### src/rtl/uart_alu_engine.sv
// ---------------------------------------------------------------------------
// uart_alu_engine
//   Byte-stream command processor placed between a UART receiver and a UART
//   transmitter. It parses command packets, runs echo / add / multiply over
//   32-bit little-endian operands, and serialises the response bytes.
//
//   Packet: opcode, reserved, LEN lo, LEN hi, then LEN-4 payload bytes.
//     0xEC ECHO : payload forwarded unchanged
//     0xA0 ADD  : sum of operands, mod 2^32, sent as 4 bytes LSB first
//     0xA1 MUL  : product of operands (low 32 bits), sent as 4 bytes LSB first
//   Rejected packets pulse cmd_error and have their payload discarded.
//
// Ports
//   clk            : single clock
//   rst            : asynchronous, active-low reset
//   s_axis_tdata   : command byte in
//   s_axis_tvalid  : command byte valid
//   s_axis_tready  : engine ready to accept a command byte
//   m_axis_tdata   : response byte out
//   m_axis_tvalid  : response byte valid
//   m_axis_tready  : transmitter ready to accept a response byte
//   busy           : high unless idle waiting for an opcode byte
//   cmd_error      : one-cycle pulse when a packet is rejected
// ---------------------------------------------------------------------------
module uart_alu_engine #(
  parameter int DATA_WIDTH    = 8,
  parameter int OPERAND_WIDTH = 32
) (
  input  logic                  clk,
  input  logic                  rst,
  input  logic [DATA_WIDTH-1:0] s_axis_tdata,
  input  logic                  s_axis_tvalid,
  output logic                  s_axis_tready,
  output logic [DATA_WIDTH-1:0] m_axis_tdata,
  output logic                  m_axis_tvalid,
  input  logic                  m_axis_tready,
  output logic                  busy,
  output logic                  cmd_error
);

  localparam logic [7:0] OP_ECHO = 8'hEC;
  localparam logic [7:0] OP_ADD  = 8'hA0;
  localparam logic [7:0] OP_MUL  = 8'hA1;

  typedef enum logic [2:0] {
    S_HDR,
    S_ECHO,
    S_OPERAND,
    S_ADD,
    S_MUL,
    S_SEND,
    S_DRAIN
  } state_t;

  state_t r_state;
  state_t w_state_next;

  logic [1:0]               r_hdr_cnt;
  logic [DATA_WIDTH-1:0]    r_opcode;
  logic [DATA_WIDTH-1:0]    r_len_lo;
  logic [15:0]              r_cnt;       // payload bytes still to accept
  logic [1:0]               r_byte_cnt;  // byte position inside current operand
  logic                     r_first;     // next completed operand is the first
  logic [OPERAND_WIDTH-1:0] r_operand;   // assembled operand; multiplier during MUL
  logic [OPERAND_WIDTH-1:0] r_acc;       // accumulator; partial product during MUL
  logic [OPERAND_WIDTH-1:0] r_mcand;     // multiplicand, shifted left each MUL cycle
  logic [4:0]               r_mul_cnt;
  logic [1:0]               r_send_idx;
  logic                     r_m_tvalid;
  logic [DATA_WIDTH-1:0]    r_m_tdata;
  logic                     r_cmd_error;

  // Header decode, evaluated while the 4th header byte is on the bus.
  logic [15:0]              w_len;
  logic [15:0]              w_pay;
  logic                     w_len_ok;
  logic                     w_is_alu;
  logic                     w_hdr_err;
  logic [OPERAND_WIDTH-1:0] w_operand;
  logic [OPERAND_WIDTH-1:0] w_sum;
  logic [OPERAND_WIDTH-1:0] w_prod_next;
  logic [1:0]               w_send_idx_next;

  assign w_len     = {s_axis_tdata, r_len_lo};
  assign w_len_ok  = (w_len >= 16'd4);
  assign w_pay     = w_len - 16'd4;
  assign w_is_alu  = (r_opcode == OP_ADD) || (r_opcode == OP_MUL);
  assign w_hdr_err = !w_len_ok ||
                     !((r_opcode == OP_ECHO) ||
                       (w_is_alu && (w_len >= 16'd12) && (w_len[1:0] == 2'b00)));

  assign w_operand       = {s_axis_tdata, r_operand[OPERAND_WIDTH-1:DATA_WIDTH]};
  assign w_sum           = r_acc + r_operand;
  assign w_prod_next     = r_acc + (r_operand[0] ? r_mcand : '0);
  assign w_send_idx_next = r_send_idx + 2'd1;

  assign busy      = !((r_state == S_HDR) && (r_hdr_cnt == 2'd0));
  assign cmd_error = r_cmd_error;

  // State register
  always_ff @(posedge clk or negedge rst) begin
    if (!rst) begin
      r_state <= S_HDR;
    end else begin
      r_state <= w_state_next;
    end
  end

  // Next state and stream handshake outputs
  always_comb begin
    w_state_next  = r_state;
    s_axis_tready = 1'b0;
    m_axis_tvalid = r_m_tvalid;
    m_axis_tdata  = r_m_tdata;
    case (r_state)
      S_HDR: begin
        s_axis_tready = 1'b1;
        if (s_axis_tvalid && (r_hdr_cnt == 2'd3)) begin
          if (w_hdr_err) begin
            // LEN<4 drains nothing; otherwise discard the declared payload
            w_state_next = (w_len_ok && (w_pay != 16'd0)) ? S_DRAIN : S_HDR;
          end else if (r_opcode == OP_ECHO) begin
            w_state_next = (w_pay != 16'd0) ? S_ECHO : S_HDR;
          end else begin
            w_state_next = S_OPERAND;
          end
        end
      end
      S_ECHO: begin
        // Pure pass-through: the transmitter's ready throttles the receiver
        s_axis_tready = m_axis_tready;
        m_axis_tvalid = s_axis_tvalid;
        m_axis_tdata  = s_axis_tdata;
        if (s_axis_tvalid && m_axis_tready && (r_cnt == 16'd1)) begin
          w_state_next = S_HDR;
        end
      end
      S_OPERAND: begin
        s_axis_tready = 1'b1;
        if (s_axis_tvalid && (r_byte_cnt == 2'd3) && !r_first) begin
          w_state_next = (r_opcode == OP_ADD) ? S_ADD : S_MUL;
        end
      end
      S_ADD: begin
        w_state_next = (r_cnt == 16'd0) ? S_SEND : S_OPERAND;
      end
      S_MUL: begin
        if (r_mul_cnt == 5'd31) begin
          w_state_next = (r_cnt == 16'd0) ? S_SEND : S_OPERAND;
        end
      end
      S_SEND: begin
        if (m_axis_tready && (r_send_idx == 2'd3)) begin
          w_state_next = S_HDR;
        end
      end
      S_DRAIN: begin
        s_axis_tready = 1'b1;
        if (s_axis_tvalid && (r_cnt == 16'd1)) begin
          w_state_next = S_HDR;
        end
      end
      default: begin
        w_state_next = S_HDR;
      end
    endcase
  end

  // Datapath: header capture, operand assembly, arithmetic, response bytes
  always_ff @(posedge clk or negedge rst) begin
    if (!rst) begin
      r_hdr_cnt   <= '0;
      r_opcode    <= '0;
      r_len_lo    <= '0;
      r_cnt       <= '0;
      r_byte_cnt  <= '0;
      r_first     <= 1'b0;
      r_operand   <= '0;
      r_acc       <= '0;
      r_mcand     <= '0;
      r_mul_cnt   <= '0;
      r_send_idx  <= '0;
      r_m_tvalid  <= 1'b0;
      r_m_tdata   <= '0;
      r_cmd_error <= 1'b0;
    end else begin
      r_cmd_error <= 1'b0;
      case (r_state)
        S_HDR: begin
          if (s_axis_tvalid) begin
            r_hdr_cnt <= r_hdr_cnt + 2'd1;
            case (r_hdr_cnt)
              2'd0: r_opcode <= s_axis_tdata;
              2'd2: r_len_lo <= s_axis_tdata;
              2'd3: begin
                r_cnt       <= w_len_ok ? w_pay : 16'd0;
                r_cmd_error <= w_hdr_err;
                r_first     <= 1'b1;
                r_byte_cnt  <= 2'd0;
              end
              default: ;
            endcase
          end
        end
        S_ECHO: begin
          if (s_axis_tvalid && m_axis_tready) begin
            r_cnt <= r_cnt - 16'd1;
          end
        end
        S_DRAIN: begin
          if (s_axis_tvalid) begin
            r_cnt <= r_cnt - 16'd1;
          end
        end
        S_OPERAND: begin
          if (s_axis_tvalid) begin
            r_cnt      <= r_cnt - 16'd1;
            r_byte_cnt <= r_byte_cnt + 2'd1;
            r_operand  <= w_operand;
            if (r_byte_cnt == 2'd3) begin
              if (r_first) begin
                r_acc   <= w_operand;
                r_first <= 1'b0;
              end else if (r_opcode == OP_MUL) begin
                // Product is rebuilt in r_acc from zero; old value becomes multiplicand
                r_mcand   <= r_acc;
                r_acc     <= '0;
                r_mul_cnt <= 5'd0;
              end
            end
          end
        end
        S_ADD: begin
          r_acc <= w_sum;
          if (r_cnt == 16'd0) begin
            r_m_tvalid <= 1'b1;
            r_m_tdata  <= w_sum[DATA_WIDTH-1:0];
            r_send_idx <= 2'd0;
          end
        end
        S_MUL: begin
          r_acc     <= w_prod_next;
          r_mcand   <= r_mcand << 1;
          r_operand <= r_operand >> 1;
          r_mul_cnt <= r_mul_cnt + 5'd1;
          if ((r_mul_cnt == 5'd31) && (r_cnt == 16'd0)) begin
            r_m_tvalid <= 1'b1;
            r_m_tdata  <= w_prod_next[DATA_WIDTH-1:0];
            r_send_idx <= 2'd0;
          end
        end
        S_SEND: begin
          if (m_axis_tready) begin
            if (r_send_idx == 2'd3) begin
              r_m_tvalid <= 1'b0;
              r_m_tdata  <= '0;
            end else begin
              r_send_idx <= w_send_idx_next;
              r_m_tdata  <= r_acc[{w_send_idx_next, 3'b000} +: DATA_WIDTH];
            end
          end
        end
        default: ;
      endcase
    end
  end

endmodule

### config.mk
export PLATFORM = sky130hd
export DESIGN_NAME = uart_alu_engine
export DESIGN_NICKNAME = d
export VERILOG_FILES = /design/src/rtl/uart_alu_engine.sv
export SDC_FILE = /design/constraint.sdc
export NUM_CORES = 1
export LEC_CHECK = 0
export CORE_MARGIN = 2
export CORE_UTILIZATION = 50
export CTS_BUF_LIST = sky130_fd_sc_hd__clkbuf_4
export CTS_CLUSTER_SIZE = 16
export DETAILED_ROUTE_END_ITERATION = 12
export GPL_TIMING_DRIVEN = 0
export PLACE_DENSITY = 0.64
export SKIP_LAST_GASP = 1
export SYNTH_ARGS = -nofsm -noshare
export SYNTH_HDL_FRONTEND = slang
export SYNTH_SLANG_ARGS = --single-unit
### constraint.sdc
create_clock -name clk -period 7.2 [get_ports clk]
set_input_delay 1.44 -clock clk [delete_from_list [all_inputs] [get_ports clk]]
set_output_delay 1.44 -clock clk [all_outputs]
set_load 0.1 [all_outputs]
* Word level (Yosys, flattened, before mapping)
Cells that the tools add are included.
** Word-level totals
- Flip-flop bits (word level) :: 153
- Bits of input ports :: 12
- Logic and storage cells :: 172
** Cells by class
- Add/sub/neg operators :: 8
- $lt $le $gt $ge :: 2
- Equal/unequal tests :: 35
- Shift operators :: 1
- Multiplexer cells :: 67
- Reductions and logical operators :: 44
** Operators with widths (count)
- 32-bit 2-to-1 mux :: 10
- 32-bit case mux with 2 select lines :: 2
- 32-bit case mux with 3 select lines :: 1
- 16-bit 2-to-1 mux :: 5
- 32-bit adder :: 2
- 16-bit case mux with 3 select lines :: 1
- 8-bit 2-to-1 mux :: 5
- 2-bit inequality test, second input constant :: 16
- 32-bit by 6-bit variable part select with 8-bit output :: 1
- 3-bit 2-to-1 mux :: 10
- 5-bit AND reduction :: 5
- 8-bit equality test, second input constant :: 3
- 8-bit case mux with 3 select lines :: 1
- 3-bit case mux with 7 select lines :: 1
- 5-bit 2-to-1 mux :: 4
- 16-bit by 1-bit equality test with 1-bit output, second input constant :: 1
- 16-bit by 3-bit >= comparator with 1-bit output, second input constant :: 1
- 16-bit by 4-bit >= comparator with 1-bit output, second input constant :: 1
- 16-bit logical NOT :: 1
- 2-bit 2-to-1 mux :: 8
- 16-bit nonzero test :: 1
- 16-bit by 1-bit subtractor with 16-bit output, second input constant :: 1
- 16-bit by 3-bit subtractor with 16-bit output, second input constant :: 1
- 1-bit 2-to-1 mux :: 13
- other kinds (27) :: 62

* Depth between registers and ports, before layout
Gate-level depths: netlist of the first run.
- Word-level depth :: 10
- Mapped depth :: 14
- Depth with buffers taken out :: 13

* Least setup slack after synthesis of the first run
Ideal clock, no wire load.
- Path type :: input to output
- Start point :: input port m_axis_tready
- End point :: output port s_axis_tready
- Arrival :: 3.027 ns
- Setup slack :: 2.733 ns
- Cell stages on the path :: 2
- Buffers on the path :: 0
- Path through :: nand2b_1 -> a21oi_1
** Between the ends
- Cells in the longest elaborated chain, start to end :: 1
** RTL lines
- from (decl) :: line 36 : input logic m_axis_tready,
- 1-bit case mux with 2 select lines :: line 115 : case (r_state)
- to (decl) :: line 33 : output logic s_axis_tready,
No other way between the ends.

* Worst setup path after layout of the first run
- Start point :: input port s_axis_tdata[1]
- End point :: output port m_axis_tdata[1]
** Between the ends
- Cells in the longest elaborated chain, start to end :: 1
** RTL lines
- from (decl) :: line 31 : input logic [DATA_WIDTH-1:0] s_axis_tdata,
- 8-bit 2-to-1 mux :: line 115
- to (decl) :: line 34 : output logic [DATA_WIDTH-1:0] m_axis_tdata,
No other way between the ends.

==> results.sh, run 1 <==
export IMPL_status="completed"
export IMPL_grt_use_met1_pct=46.1
export IMPL_wl_per_cell_um=22.5
export IMPL_grt_busiest_layer="met2"
export IMPL_wl_um=40800
export IMPL_track_usage_pct=33.4
export IMPL_setup_slack_ns=1.91
export IMPL_synthFlopType="dfrtp_1"
export IMPL_placement_io_buffers=18
export IMPL_synth_edff_count=0
export IMPL_path_clk_slew_ns=0.15
export IMPL_cts_setup_buffers=0
export IMPL_vias=11428
export IMPL_ys_ff_latch=153
export IMPL_die_w_um=158
export IMPL_cts_made_buffers=17
export IMPL_synth_distinct_cells=71
export IMPL_rows=56
export IMPL_grt_first_pass_wirelength_um=62700
export IMPL_setup_viol_count_final=0
export IMPL_worstPathRequired_ns=5.76
export IMPL_clk_latency_ns=0.61
export IMPL_die_area_um2=24900
export IMPL_antenna_found_initial=1
export IMPL_stdcell_area_um2=12800
export IMPL_synth_seq_area_share_pct=32.4
export IMPL_mostFrequentLayoutCells="nand2_1 (215), dfrtp_1 (153), nor2_1 (126)"
export IMPL_rr_worst_depth=14
export IMPL_remaining_drc_errors=0
export IMPL_netlist_area_um2=11800
export IMPL_synth_async_reset_ratio_pct=100
export IMPL_path_class="in -> out"
export IMPL_viasPerCell=6.31
export IMPL_period_needed_ns=5.29
export IMPL_root_buffer="clkbuf_4"
export IMPL_rsz0062_at_grt="false"
export IMPL_tritoncts="built"
export IMPL_startpoint_type="input port"
export IMPL_slew_headroom_pct=34.5
export IMPL_ios=24
export IMPL_fin_worst_skew_ns=0.0246
export IMPL_tightestPinTransition_ns=0.979
export IMPL_final_hold_violation_count=0
export IMPL_clock_sink_count=153
export IMPL_ant_nets=0
export IMPL_fin_crit_sh_pct=73.5
export IMPL_dr_pass1_iters=5
export IMPL_drt_iter0_drc=1080
export IMPL_syn_num_nets=1528
export IMPL_syn_avg_cell_area_um2=8.21
export IMPL_clockBufferDepth=2
export IMPL_cts_max_level=4
export IMPL_nets=1566
export IMPL_grt_use_met2_pct=53.6
export IMPL_place_congestion=1.02
export IMPL_grt_pass1_vias=10642
export IMPL_ctsHoldBuffers=0
export IMPL_grt_met3_usage_pct=5.04
export IMPL_cp_max_fo=10
export IMPL_hp_class="reg -> reg"
export IMPL_syn2layout_area_growth_pct=7.97
export IMPL_cap_violations=0
export IMPL_post_route_util_pct=54.7
export IMPL_drive_above_1_share_pct=6.38
export IMPL_dpl_hpwl_um=30900
export IMPL_synth_warnings=0
export IMPL_dpl_cell_area_um2=12400
export IMPL_end_kind="output port"
export IMPL_final_max_slew_viol_count=0
export IMPL_start_util_pct=50.7
export IMPL_core_area_um2=23300
export IMPL_r2r_start="r_operand[0]"
export IMPL_pre_cts_slack_ns=1.90
export IMPL_die_y_um=158
export IMPL_crit_arrival_ns=3.85
export IMPL_whs_path_depth=2
export IMPL_gr_total_overflow=0
export IMPL_max_freq_ghz=0.189
export IMPL_ctsResizeCount=0
export IMPL_layout_commonest_cell="nand2_1"
export IMPL_min_from="r_m_tdata[1]"
export IMPL_synthCells=1439
export IMPL_grt_max_degree=87
export IMPL_crit_start="s_axis_tdata[1]"
[worst paths after layout]
check	to	slack (ns)
min in group asynchronous	r_cnt[3]	0.75
max reg2reg	r_acc[28]	2.56
max in group asynchronous	r_mcand[15]	5.62
max	m_axis_tdata[1]	1.91
min	r_m_tdata[1]	0.51
min reg2reg	r_m_tdata[1]	0.51
[registers in the layout (all words and copies together) (netlist names)]
register,flops
r_first,1
r_m_tvalid,1
r_m_tdata,8
cmd_error,1
r_opcode,8
r_send_idx,2
r_hdr_cnt,2
r_mcand,32
r_operand,32
r_len_lo,8
r_state,3
r_acc,32
r_cnt,16
r_mul_cnt,5
r_byte_cnt,2
[through the flow]
stage	cells	hold WS, ns	setup TNS [ns]
6_report	1810	0.507	0
5_1_grt	1810	0.524	0
4_1_cts	1809	0.512	0
3_5_place_dp	1777	0.478	0
3_3_place_gp	1776	0.469	-265.46
2_1_floorplan	1439	0.445	0
[cells by family after synthesis]
family	share of synthesized area (%)
muxes	7.25
DFF	32.4
and+or+nand+nor	20.7
AOI/OAI and AO/OA	23.3
xor gates and xnor gates	4.37
adders and majority gates	8.28
buffers and inverters	3.62
[cells in the mapped netlist, types with 25 or more instances]
| library cell | number | area (um^2) |
|---|---|---|
| inv_1 | 25 | 93.8 |
| nand3_1 | 32 | 160 |
| and2_1 | 34 | 213 |
| xnor2_1 | 29 | 254 |
| o21ai_0 | 118 | 591 |
| nor2_1 | 126 | 473 |
| nor3_1 | 35 | 175 |
| ha_1 | 75 | 938 |
| mux2i_1 | 35 | 350 |
| nand2_1 | 215 | 807 |
| mux2_2 | 29 | 327 |
| xor2_1 | 30 | 263 |
| dfrtp_1 | 153 | 3830 |
| a31oi_1 | 51 | 319 |
| a21o_1 | 30 | 225 |
| clkbuf_1 | 70 | 263 |
| a21oi_1 | 100 | 500 |
[critical path: stages]
cell and delay [ns]:
clkdlybuf4s50_1 0.48, clkbuf_1 0.53, mux2_2 0.27, clkdlybuf4s50_1 1.12
[metal layers]
| layer | up-vias | routed length, um | share of wire [%] |
|---|---|---|---|
| met5 | - | 0 | 0 |
| met4 | 0 | 1240 | 3.0 |
| met3 | 81 | 3070 | 7.5 |
| met2 | 474 | 18600 | 46 |
| met1 | 5538 | 17900 | 44 |
| li1 | 5335 | - | - |
[final cells by class]
class                   instances  area, um^2
multi-input cells            1176        7560
plain buffers                  85         334
fillers                      2222       10600
clock buffers                  17         128
repair buffers                 19         213
inverters                      25        93.8
diodes                          1        2.50
flip-flops and latches        153        3830
well taps                     319         399
clock inverters                15         200
Power of run 1 is left out: the tool's default activity adds up to more than one toggle a clock period on the data nets, which glitch-free logic cannot reach.
==> run 2: changes to the inputs <==
--- a/config.mk
+++ b/config.mk
@@ -11,7 +11,7 @@
 export CTS_CLUSTER_SIZE = 16
 export DETAILED_ROUTE_END_ITERATION = 12
 export GPL_TIMING_DRIVEN = 0
-export PLACE_DENSITY = 0.64
+export PLACE_DENSITY = 0.67
 export SKIP_LAST_GASP = 1
 export SYNTH_ARGS = -nofsm -noshare
 export SYNTH_HDL_FRONTEND = slang
==> constraint.sdc (replaced) <==
create_clock -name clk -period 4.5 [get_ports clk]
set_input_delay 0.9 -clock clk [delete_from_list [all_inputs] [get_ports clk]]
set_output_delay 0.9 -clock clk [all_outputs]
set_load 0.1 [all_outputs]
==> run 2 against run 1 <==
Effect of this change: worst setup slack lost 1.7 ns; worst hold slack got worse by 0.31 ns; global-route usage down 0.58 points; non-clock buffer count grew 3; highest routed layer unchanged; clock skew hardly changed; die area unchanged; core utilization barely moved; via count rose by 1.1%; wire length shrank 1.4%; sequential share of layout area barely moved.
==> results.sh, run 2 (synthesized netlist as in run 1, its figures left out) <==
export IMPL_clock_sink_count=153
export IMPL_hp_class="in -> async"
export IMPL_root_buffer="clkbuf_4"
export IMPL_end_kind="output port"
export IMPL_mostFrequentLayoutCells="nand2_1 (215), dfrtp_1 (153), nor2_1 (126)"
export IMPL_crit_path_cell_trace="clkbuf_1, inv_1, nor3_1, clkbuf_1, mux2_2, clkdlybuf4s50_1"
export IMPL_max_freq_ghz=0.231
export IMPL_final_hold_violation_count=0
export IMPL_clockBufferDepth=2
export IMPL_fillerInstances=2213
export IMPL_die_area_um2=24900
export IMPL_rows=56
export IMPL_grt_max_degree=81
export IMPL_nets=1569
export IMPL_syn2layout_area_growth_pct=8.05
export IMPL_path_clk_slew_ns=0.16
export IMPL_cts_made_buffers=17
export IMPL_ios=24
export IMPL_status="completed"
export IMPL_track_usage_pct=32.8
export IMPL_final_max_slew_viol_count=0
export IMPL_period_needed_ns=4.33
export IMPL_post_layout_nonfiller_instances=1814
export IMPL_start_util_pct=50.7
export IMPL_path_class="reg -> out"
export IMPL_crit_top_cell="clkbuf_1"
export IMPL_clk_latency_ns=0.61
export IMPL_grt_pass1_vias=10647
export IMPL_layout_commonest_cell="nand2_1"
export IMPL_drive_above_1_share_pct=6.56
export IMPL_grt_first_pass_wirelength_um=62000
export IMPL_startpoint_type="register"
export IMPL_place_congestion=0.996
export IMPL_core_area_um2=23300
export IMPL_setup_viol_count_final=0
export IMPL_worstPathRequired_ns=3.60
export IMPL_fin_crit_sh_pct=96.2
export IMPL_slew_headroom_pct=34.9
export IMPL_cpMaxStageDelayCell="clkdlybuf4s50_1"
export IMPL_vias=11555
export IMPL_die_y_um=158
export IMPL_tightestPinTransition_ns=0.974
export IMPL_top_regs="r_acc (32), r_mcand (32), r_operand (32)"
export IMPL_viasPerCell=6.37
export IMPL_placement_io_buffers=18
export IMPL_tns_ns=0
export IMPL_cap_violations=0
export IMPL_die_w_um=158
export IMPL_cts_max_level=4
export IMPL_ctsHoldBuffers=0
export IMPL_dr_pass1_iters=6
export IMPL_cp_max_fo=10
export IMPL_remaining_drc_errors=0
export IMPL_tritoncts="built"
export IMPL_ant_nets=0
export IMPL_rr_worst_depth=15
export IMPL_wl_um=40200
export IMPL_fin_worst_skew_ns=0.0246
export IMPL_crit_arrival_ns=3.43
export IMPL_dp_cells=1777
export IMPL_gr_total_overflow=0
export IMPL_antenna_found_initial=1
export IMPL_regArea_um2=3830
export IMPL_wl_per_cell_um=22.1
export IMPL_cp_slowest_stage_delay_ns=1.13
export IMPL_dpl_hpwl_um=30200
export IMPL_drt_iter0_drc=1326
export IMPL_multi_input_area_um2=7560
export IMPL_rsz0062_at_grt="false"
[run 2: changes by cell type in the layout (fill, tap and decap cells not counted)]
cell             before  now
clkinv_8              6    0
inv_8                 1    5
buf_4                 0    3
inv_6                 6    4
bufinv_16             1    2
clkbuf_1             70   69
clkbuf_2              0    1
clkdlybuf4s50_1      17   16
clkinv_1              0    1
clkinv_4              1    2
clkinvlp_4            0    1
diode_2               1    2
dlymetal6s2s_1        0    1
[run 2: per-layer routing]
layer	vias up	wire length [um]	GRT usage, %	share of wire [%]
met5	-	0	0	0
met4	0	1280	10.2	3.2
met3	88	3270	4.16	8.1
met2	509	18200	53.4	45
met1	5602	17400	45.5	43
li1	5356	-	-	-
[run 2: timing repair]
action	4_1_cts	5_1_grt
buffers inserted	0	3
gates resized for setup	0	3
endpoints found under the setup margin	0	4
[run 2: area by class of cell]
class                           count  area share [%]
Antenna cell                        2          0.0392
Buffer                             85            2.63
Clock buffer                       17           0.999
Clock inverter                     15            1.41
Inverter                           25           0.735
Multi-Input combinational cell   1176            59.2
Sequential cell                   153            30.0
Tap cell                          319            3.13
Timing Repair Buffer               22            1.86
[run 2: metrics by stage]
step / hold slack, ns / area [um^2] / utilization, % / setup WS [ns]
after floorplan: 0.445 / 11800 / - / 0.900
after detailed placement: 0.467 / 12400 / 53.3 / 0.128
after global placement: 0.467 / 12400 / 53.1 / -3.92
after global routing: 0.248 / 12800 / 54.7 / 0.000287
after CTS: 0.240 / 12700 / 54.6 / 0.0727
final: 0.197 / 12800 / 54.7 / 0.170
[run 2: path summary, 6_finish.rpt]
check	from	to	slack, ns
min in group clk	r_m_tdata[7]	r_m_tdata[7]	0.50
worst min register to register	r_m_tdata[7]	r_m_tdata[7]	0.50
worst max register to register	r_operand[0]	r_acc[26]	0.28
worst max-delay path	r_state[0]	m_axis_tdata[7]	0.17
worst min-delay path	rst	r_cnt[3]	0.20
max in group asynchronous	rst	r_mcand[11]	3.47
[run 2: critical path, delay by kind of cell (launching register included)]
family        cells  cell delay (ns)
buf+inv           4             1.99
flops             1             0.35
mux               1             0.25
simple gates      1             0.21
Power of run 2 is left out for the same reason.
==> run 3: changes to the inputs <==
--- a/config.mk
+++ b/config.mk
@@ -5,13 +5,14 @@
 export SDC_FILE = /design/constraint.sdc
 export NUM_CORES = 1
 export LEC_CHECK = 0
+export CAP_MARGIN = 20
 export CORE_MARGIN = 2
 export CORE_UTILIZATION = 50
 export CTS_BUF_LIST = sky130_fd_sc_hd__clkbuf_4
 export CTS_CLUSTER_SIZE = 16
 export DETAILED_ROUTE_END_ITERATION = 12
 export GPL_TIMING_DRIVEN = 0
-export PLACE_DENSITY = 0.67
+export PLACE_DENSITY = 0.64
 export SKIP_LAST_GASP = 1
 export SYNTH_ARGS = -nofsm -noshare
 export SYNTH_HDL_FRONTEND = slang
==> constraint.sdc (replaced) <==
create_clock -name clk -period 4.6 [get_ports clk]
set_input_delay 0.92 -clock clk [delete_from_list [all_inputs] [get_ports clk]]
set_output_delay 0.92 -clock clk [all_outputs]
set_load 0.1 [all_outputs]
==> run 3 against run 2 <==
Effect of this change: sequential share of layout area about the same; worst setup slack better by 0.076 ns; die area unchanged; flip-flop and latch count is the same; via count fell by 1.5%; register-to-register slack worse by 0.03 ns.
==> results.sh, run 3 (synthesized netlist as in run 1, its figures left out) <==
export IMPL_status="completed"
export IMPL_clockBufferDepth=2
export IMPL_tritoncts="built"
export IMPL_hp_class="in -> async"
export IMPL_drt_iter0_drc=1084
export IMPL_fillerInstances=2220
export IMPL_cts_max_level=4
export IMPL_start_util_pct=50.7
export IMPL_grt_first_pass_wirelength_um=62700
export IMPL_top_regs="r_acc (32), r_mcand (32), r_operand (32)"
export IMPL_viasPerCell=6.28
export IMPL_die_w_um=158
export IMPL_cts_made_buffers=17
export IMPL_final_max_slew_viol_count=0
export IMPL_path_class="reg -> reg"
export IMPL_regArea_um2=3830
export IMPL_worstPathRequired_ns=5.09
export IMPL_cp_max_fo=10
export IMPL_rsz0062_at_grt="false"
export IMPL_tns_ns=0
export IMPL_placement_io_buffers=18
export IMPL_cap_violations=0
export IMPL_grt_max_degree=87
export IMPL_die_y_um=158
export IMPL_gr_total_overflow=0
export IMPL_end_kind="register"
export IMPL_slew_headroom_pct=33.2
export IMPL_final_hold_violation_count=0
export IMPL_critPathBufInv=2
export IMPL_period_needed_ns=4.35
export IMPL_pre_cts_slack_ns=0.143
export IMPL_antenna_found_initial=1
export IMPL_root_buffer="clkbuf_4"
export IMPL_clock_sink_count=153
export IMPL_place_congestion=1.02
export IMPL_syn2layout_area_growth_pct=8.11
export IMPL_wl_per_cell_um=22.4
export IMPL_critPathTopFamily="compound AO/OA/AOI/OAI gates"
export IMPL_ios=24
export IMPL_layout_commonest_cell="nand2_1"
export IMPL_multi_input_area_um2=7560
export IMPL_ctsHoldBuffers=0
export IMPL_crit_arrival_ns=4.84
export IMPL_wl_um=40600
export IMPL_dpl_hpwl_um=30900
export IMPL_crit_path_cell_trace="clkbuf_2, and2_1, ha_1, inv_1, fa_1, nand2b_1, a21oi_1, o311ai_1, a211oi_1, nor4_1, nor3_2, nor3_1, o41ai_1, o21ai_0"
export IMPL_startpoint_type="register"
export IMPL_post_route_util_pct=54.8
export IMPL_post_layout_nonfiller_instances=1812
export IMPL_vias=11381
export IMPL_remaining_drc_errors=0
export IMPL_cpMaxStageDelayCell="dfrtp_1"
export IMPL_grt_pass1_vias=10642
export IMPL_dp_cells=1777
export IMPL_core_area_um2=23300
export IMPL_tightestPinTransition_ns=0.993
export IMPL_max_freq_ghz=0.230
export IMPL_mostFrequentLayoutCells="nand2_1 (215), dfrtp_1 (153), nor2_1 (126)"
export IMPL_die_area_um2=24900
export IMPL_dr_pass1_iters=6
export IMPL_path_clk_slew_ns=0.18
export IMPL_cp_slowest_stage_delay_ns=0.68
export IMPL_setup_viol_count_final=0
export IMPL_track_usage_pct=33.4
export IMPL_ant_nets=0
export IMPL_clk_latency_ns=0.61
export IMPL_fin_crit_sh_pct=94.6
export IMPL_nets=1568
export IMPL_rows=56
export IMPL_drive_above_1_share_pct=6.57
export IMPL_setup_slack_ns=0.246
export IMPL_fin_worst_skew_ns=0.0263
==> run 3: worst paths after layout <==
kind	end	cells after the start	start	slack, ns
max	r_acc[28]	14	r_operand[0]	0.25
min	r_cnt[3]	1	rst	0.22
max reg2reg	r_acc[28]	14	r_operand[0]	0.25
min reg2reg	r_mcand[7]	2	r_mcand[6]	0.50
max in group asynchronous	r_mcand[15]	2	rst	3.55
min in group clk	r_mcand[7]	2	r_mcand[6]	0.50
==> run 3: worst register-to-register path: stages (launching register included) <==
cell	delay, ns
dfrtp_1	0.68
clkbuf_2	0.35
and2_1	0.17
ha_1	0.26
inv_1	0.08
fa_1	0.39
nand2b_1	0.22
a21oi_1	0.25
o311ai_1	0.25
a211oi_1	0.29
nor4_1	0.10
nor3_2	0.46
nor3_1	0.11
o41ai_1	0.46
o21ai_0	0.16
==> run 3: through the flow <==
stage	hold slack (ns)	instance area [um^2]
6_report	0.223	12800
2_1_floorplan	0.445	11800
3_5_place_dp	0.478	12400
3_3_place_gp	0.469	12400
5_1_grt	0.260	12800
4_1_cts	0.239	12800
==> run 3: routing by layer <==
layer  wire length (um)  global-route usage, %  vias to the layer above
met5                  0                      0                        -
met2              18600                   53.6                      473
li1                   -                      -                     5345
met3               3050                   5.04                       83
met1              17800                   46.1                     5480
met4               1240                   10.9                        0
==> run 3: layout make-up <==
type	instances	area share [%]
inverters	25	0.734
well taps	319	3.12
multi-input cells	1176	59.2
repair buffers	21	1.78
diodes	1	0.0196
clock inverters	15	1.57
clock buffers	17	0.999
plain buffers	85	2.62
flip-flops and latches	153	30.0
==> run 3: what timing repair did <==
| item | 4_1_cts | 5_1_grt |
|---|---|---|
| endpoints found under the setup margin | 0 | 4 |
| resized for setup | 0 | 2 |
| setup buffers | 0 | 2 |
Power of run 3 is left out for the same reason.
